$ cat config.mk
export PLATFORM = sky130hd
export DESIGN_NAME = serial_subtractor_ctrl
export DESIGN_NICKNAME = d
export VERILOG_FILES = /design/src/rtl/serial_sub_pkg.sv /design/src/rtl/full_subtractor_cell.sv /design/src/rtl/halfsubtractor.sv /design/src/rtl/serial_subtractor_ctrl.sv
export SDC_FILE = /design/constraint.sdc
export NUM_CORES = 1
export LEC_CHECK = 0
export ABC_CLOCK_PERIOD_IN_PS = 2100
export CAP_MARGIN = 10
export CORE_MARGIN = 2
export CORE_UTILIZATION = 49
export CTS_CLUSTER_SIZE = 8
export DETAILED_ROUTE_END_ITERATION = 8
export GPL_ROUTABILITY_DRIVEN = 1
export PLACE_DENSITY_LB_ADDON = 0.1
export SLEW_MARGIN = 20
export SYNTH_ARGS = -nofsm -noshare
export SYNTH_HDL_FRONTEND = slang
export SYNTH_HIERARCHICAL = 1
export SYNTH_SLANG_ARGS = --single-unit
$ cat constraint.sdc
create_clock -name clk -period 2.1 [get_ports clk]
set_clock_uncertainty 0.15 [all_clocks]
set_input_delay 0.42 -clock clk [delete_from_list [all_inputs] [get_ports clk]]
set_output_delay 0.42 -clock clk [all_outputs]
set_load 0.02 [all_outputs]
$ cat src/rtl/serial_sub_pkg.sv
// Purpose : shared state encoding and sizing helper for the bit-serial subtractor.
// Latency : n/a (types and functions only).
// Backpr. : n/a.
package serial_sub_pkg;

    typedef enum logic [1:0] {
        ST_IDLE = 2'b00,
        ST_RUN  = 2'b01,
        ST_DONE = 2'b10
    } state_t;

    // Bit-counter width for a WIDTH-bit operation; counts 0..WIDTH-1.
    function automatic int cnt_width(input int width);
        return (width > 2) ? $clog2(width) : 1;
    endfunction

endpackage

$ cat src/rtl/full_subtractor_cell.sv
// Purpose : 1-bit full subtractor, d = a - b - bin, built from two half subtractors.
// Latency : combinational.
// Backpr. : none.
// Ports   : a, b, bin in; d (difference), bout (borrow) out.
module full_subtractor_cell (
    input  logic a,
    input  logic b,
    input  logic bin,
    output logic d,
    output logic bout
);

    logic d0;
    logic b0;
    logic b1;

    halfsubtractor u_hs0 (
        .a    (a),
        .b    (b),
        .d    (d0),
        .bout (b0)
    );

    // Second stage subtracts the incoming borrow from the first-stage difference.
    halfsubtractor u_hs1 (
        .a    (d0),
        .b    (bin),
        .d    (d),
        .bout (b1)
    );

    assign bout = b0 | b1;

endmodule

$ cat src/rtl/halfsubtractor.sv
// Purpose : 1-bit half subtractor, d = a - b with borrow out.
// Latency : combinational.
// Backpr. : none.
// Ports   : a, b in; d (difference), bout (borrow) out.
module halfsubtractor (
    input  logic a,
    input  logic b,
    output logic d,
    output logic bout
);

    assign d    = a ^ b;
    assign bout = ~a & b;

endmodule

$ cat src/rtl/serial_subtractor_ctrl.sv
// Purpose : bit-serial unsigned A - B, LSB first, through one shared full-subtractor cell.
// Latency : accept edge, then WIDTH bit edges; res_valid rises the cycle after the last bit.
// Backpr. : start_ready only in IDLE; result held in DONE until res_ready, indefinitely.
// Ports   : clk, rst_n; start_valid/start_ready + a_in/b_in (operands);
//           res_valid/res_ready + diff_out/borrow_out (result); busy (RUN or DONE).
module serial_subtractor_ctrl
    import serial_sub_pkg::*;
#(
    parameter int WIDTH = 8
) (
    input  logic             clk,
    input  logic             rst_n,
    input  logic             start_valid,
    output logic             start_ready,
    input  logic [WIDTH-1:0] a_in,
    input  logic [WIDTH-1:0] b_in,
    output logic             res_valid,
    input  logic             res_ready,
    output logic [WIDTH-1:0] diff_out,
    output logic             borrow_out,
    output logic             busy
);

    localparam int CNT_W = cnt_width(WIDTH);

    state_t           state;
    state_t           state_nxt;
    logic [WIDTH-1:0] a_sr;
    logic [WIDTH-1:0] b_sr;
    logic [WIDTH-1:0] res_sr;
    logic             borrow_q;
    logic [CNT_W-1:0] cnt;
    logic             accept;
    logic             last_bit;
    logic             bit_d;
    logic             bit_bout;

    full_subtractor_cell u_cell (
        .a    (a_sr[0]),
        .b    (b_sr[0]),
        .bin  (borrow_q),
        .d    (bit_d),
        .bout (bit_bout)
    );

    assign accept   = start_valid && (state == ST_IDLE);
    assign last_bit = (cnt == CNT_W'(WIDTH - 1));

    always_ff @(posedge clk or negedge rst_n) begin
        if (!rst_n) begin
            state <= ST_IDLE;
        end else begin
            state <= state_nxt;
        end
    end

    always_comb begin
        state_nxt   = state;
        start_ready = 1'b0;
        res_valid   = 1'b0;
        busy        = 1'b0;
        case (state)
            ST_IDLE: begin
                start_ready = 1'b1;
                if (start_valid) begin
                    state_nxt = ST_RUN;
                end
            end
            ST_RUN: begin
                busy = 1'b1;
                if (last_bit) begin
                    state_nxt = ST_DONE;
                end
            end
            ST_DONE: begin
                busy      = 1'b1;
                res_valid = 1'b1;
                if (res_ready) begin
                    state_nxt = ST_IDLE;
                end
            end
            default: begin
                state_nxt = ST_IDLE;
            end
        endcase
    end

    // Result enters at the MSB and shifts right, so after WIDTH bits the
    // first-computed bit (LSB) has reached bit 0. Registers only move in RUN,
    // which keeps diff_out/borrow_out frozen while DONE waits on res_ready.
    always_ff @(posedge clk or negedge rst_n) begin
        if (!rst_n) begin
            a_sr     <= '0;
            b_sr     <= '0;
            res_sr   <= '0;
            borrow_q <= 1'b0;
            cnt      <= '0;
        end else if (accept) begin
            a_sr     <= a_in;
            b_sr     <= b_in;
            borrow_q <= 1'b0;
            cnt      <= '0;
        end else if (state == ST_RUN) begin
            a_sr     <= a_sr >> 1;
            b_sr     <= b_sr >> 1;
            res_sr   <= {bit_d, res_sr[WIDTH-1:1]};
            borrow_q <= bit_bout;
            if (!last_bit) begin
                cnt <= cnt + CNT_W'(1);
            end
        end
    end

    assign diff_out   = res_sr;
    assign borrow_out = borrow_q;

endmodule

==> flow_summary.yaml <==
outcome:
  status: "finished clean"
yosys:
  syn_area_per_cell_sq_um: 11.4
  synth_largest_area_cell: "dfrtp_1"
  yosysSeqAreaShare_pct: 51.7
  ys_ff_latch: 30
  syn_nets: 156
  synth_most_common_cell: "dfrtp_1"
  yosysWarnings: 6
  synthArstFlopShare_pct: 100
  synth_area_sq_mm: 0.00145
  synth_top_area_share_pct: 51.7
  ys.flop_type: "dfrtp_1"
  synth-edff-count: 0
  synth_cells: 127
  synth.distinct_cells: 19
  synthTopCellsByArea: "dfrtp_1, mux2i_1, ha_1"
  netlist_top_cells_count: "dfrtp_1, nand2_1, o21ai_0, mux2i_1, mux2_2"
pwr:
  p_leak_nw: 0.833
  clkPwrFrac_pct: 10.9
  p_int_mw: 1.69
  seq_power_share_pct: 37.9
  ir_worst_vdd_v: 0.00108
  powerDensity_mw_per_mm2: 1470
  power.switching_mw: 1.01
  switching_share_pct: 37.3
  comb_power_share_pct: 51.2
cts:
  clockRootBuffer: "clkbuf_4"
  cts-buffers-inserted: 5
  clk_pin_slew_ns: 0.09
  cts_resized: 3
  clock-sinks: 30
  htree_num_levels: 2
  cts_tree: "built"
  clock_latency_ns: 0.31
  post_cts_buffers: 0
  max-clock-path-buffers: 2
  postCtsHoldBufs: 0
sta:
  period_share_pct: 95.6
  setup_viol: 0
  relSlewSlack_pct: 73.5
  hold_viol: 0
  fin_crit_ns: 2.01
  setup_ws_ns: 0.0927
  final.setup.tns_ns: 0
  timing.hold.ws_ns: 0.332
  final_max_slew_viol_count: 0
  fmax_mhz: 498
  rsz0062_at_grt: "no"
  worst_pin_slew_ns: 0.397
grt:
  grt_max_degree: 37
  grt_use_total_pct: 16.1
  first_global_vias: 957
  gr-total-overflow: 0
  grt_pass1_wl_microns: 4100
  antenna_found_initial: 0
detailed_routing:
  wl_per_cell_microns: 12.7
  met3_length_microns: 128
  wl_met1_microns: 1040
  vias: 986
  top_layer: "met4"
  dr_wl_met2_microns: 1240
  drc_errors: 0
  dr.pass1.iters: 3
  wl_microns: 2440
  postRouteAntennaNets: 0
  drt_iter0_markers: 17
  viasPerCell: 5.14
placed_design:
  dp_hpwl_microns: 1760
  gp_congestion: 0.670
  place_area_sq_mm: 0.00179
  place_inst: 185
  dp_slack_ns: 0.120
  io_buffers: 31
worst_setup_path:
  critPathRequiredTime_ns: 1.53
  crit_path_start_kind: "flip-flop"
  end_kind: "output port"
  cp.arrival_ns: 1.44
  cp_max_fo: 4
  critPathKind: "flip-flop to output port"
min_path:
  min_path_type: "input port to async pin"
die:
  start_util_pct: 52.2
  io_pins: 32
  fp-row-count: 19
  fp.dieH_microns: 58.4
  coreArea_sq_mm: 0.00278
  chipWidth_microns: 58.4
  die-area_sq_mm: 0.00342
layout:
  drive_gt1_share_pct: 13.0
  synthToLayoutAreaGrowth_pct: 26.0
  instances_no_fill: 192
  multi_input_area_sq_um: 628
  stdcell_area_sq_mm: 0.00183
  seqCellArea_sq_um: 751
  nFillCells: 226
  diodes: 0
  final_nets: 190
flow_run:
  timing.max_cap.violations: 0
## power by group through the flow
stage          Combinational, mW  Sequential (mW)  Clock, mW
2_1_floorplan              0.913             1.10          0
3_3_place_gp                1.38             1.02          0
3_5_place_dp                1.43             1.04          0
4_1_cts                     1.41             1.03      0.315
5_1_grt                     1.52             1.06      0.346
6_report                    1.38             1.02      0.295
## per-layer routing
layer  vias to the layer above  GRT usage [%]
li1                        492              -
met1                       472           19.5
met2                        18           26.0
met3                         4           5.49
met4                         0           6.98
met5                         -              0
## critical path: stages (launching register included)
cell	delay, ns
dfrtp_1	0.42
inv_1	0.13
ha_1	0.23
dlygate4sd2_1	0.36
## layout by cell type, fill, tap and decap left out
cell type	instances
or2_1	1
clkbuf_1	2
buf_12	1
dfrtp_1	30
mux2i_1	15
and2_1	1
dlygate4sd2_1	2
a221oi_4	1
nor2_1	2
o21ai_0	16
buf_4	2
nand2b_1	3
xnor2_1	1
inv_1	8
clkbuf_4	5
mux2_2	10
nand2_1	20
clkbuf_2	1
clkdlybuf4s50_1	28
a21oi_1	2
ha_1	9
nor2b_4	1
## registers in the layout (all words and copies together) (netlist names)
| name | flops |
|---|---|
| borrow_out | 1 |
| b_sr | 8 |
| cnt | 3 |
| state | 2 |
| a_sr | 8 |
| diff_out | 8 |
## area by class of cell
class | instances | share of cell area, %
inverters | 8 | 1.64
repair buffers | 34 | 18.5
clock buffers | 7 | 2.46
multi-input cells | 82 | 34.3
well taps | 31 | 2.12
flip-flops and latches | 30 | 41.0
## path summary, 6_finish.rpt
check                                     endpoint  cells past startpoint  slack [ns]               startpoint
max in group asynchronous       cnt[1]$_DFFE_PN0P_                      2        1.18                    rst_n
hold / removal              borrow_out$_DFFE_PN0P_                      2        0.33                    rst_n
setup / recovery                         res_valid                      3        0.09     state[0]$_DFFE_PN0P_
setup reg to reg              state[0]$_DFFE_PN0P_                      4        0.41     state[0]$_DFFE_PN0P_
min in group clk           diff_out[0]$_DFFE_PN0P_                      1        0.36  diff_out[0]$_DFFE_PN0P_
hold reg to reg            diff_out[0]$_DFFE_PN0P_                      1        0.36  diff_out[0]$_DFFE_PN0P_
## cell families after synthesis
| group | share of synthesized area (%) |
|---|---|
| xor gates and xnor gates | 0.603 |
| muxes | 18.1 |
| and+or+nand+nor | 8.79 |
| buffers and inverters | 5.08 |
| AOI/OAI and AO/OA | 8.01 |
| adders and majority gates | 7.75 |
| DFF | 51.7 |
## stage by stage
stage | power, mW | util, %
6_report | 2.70 | 65.8
5_1_grt | 2.92 | 65.8
4_1_cts | 2.75 | 65.9
3_5_place_dp | 2.46 | 64.5
3_3_place_gp | 2.39 | 64.5
2_1_floorplan | 2.01 | -
No activity file was read; power rests on OpenSTA's default activity.
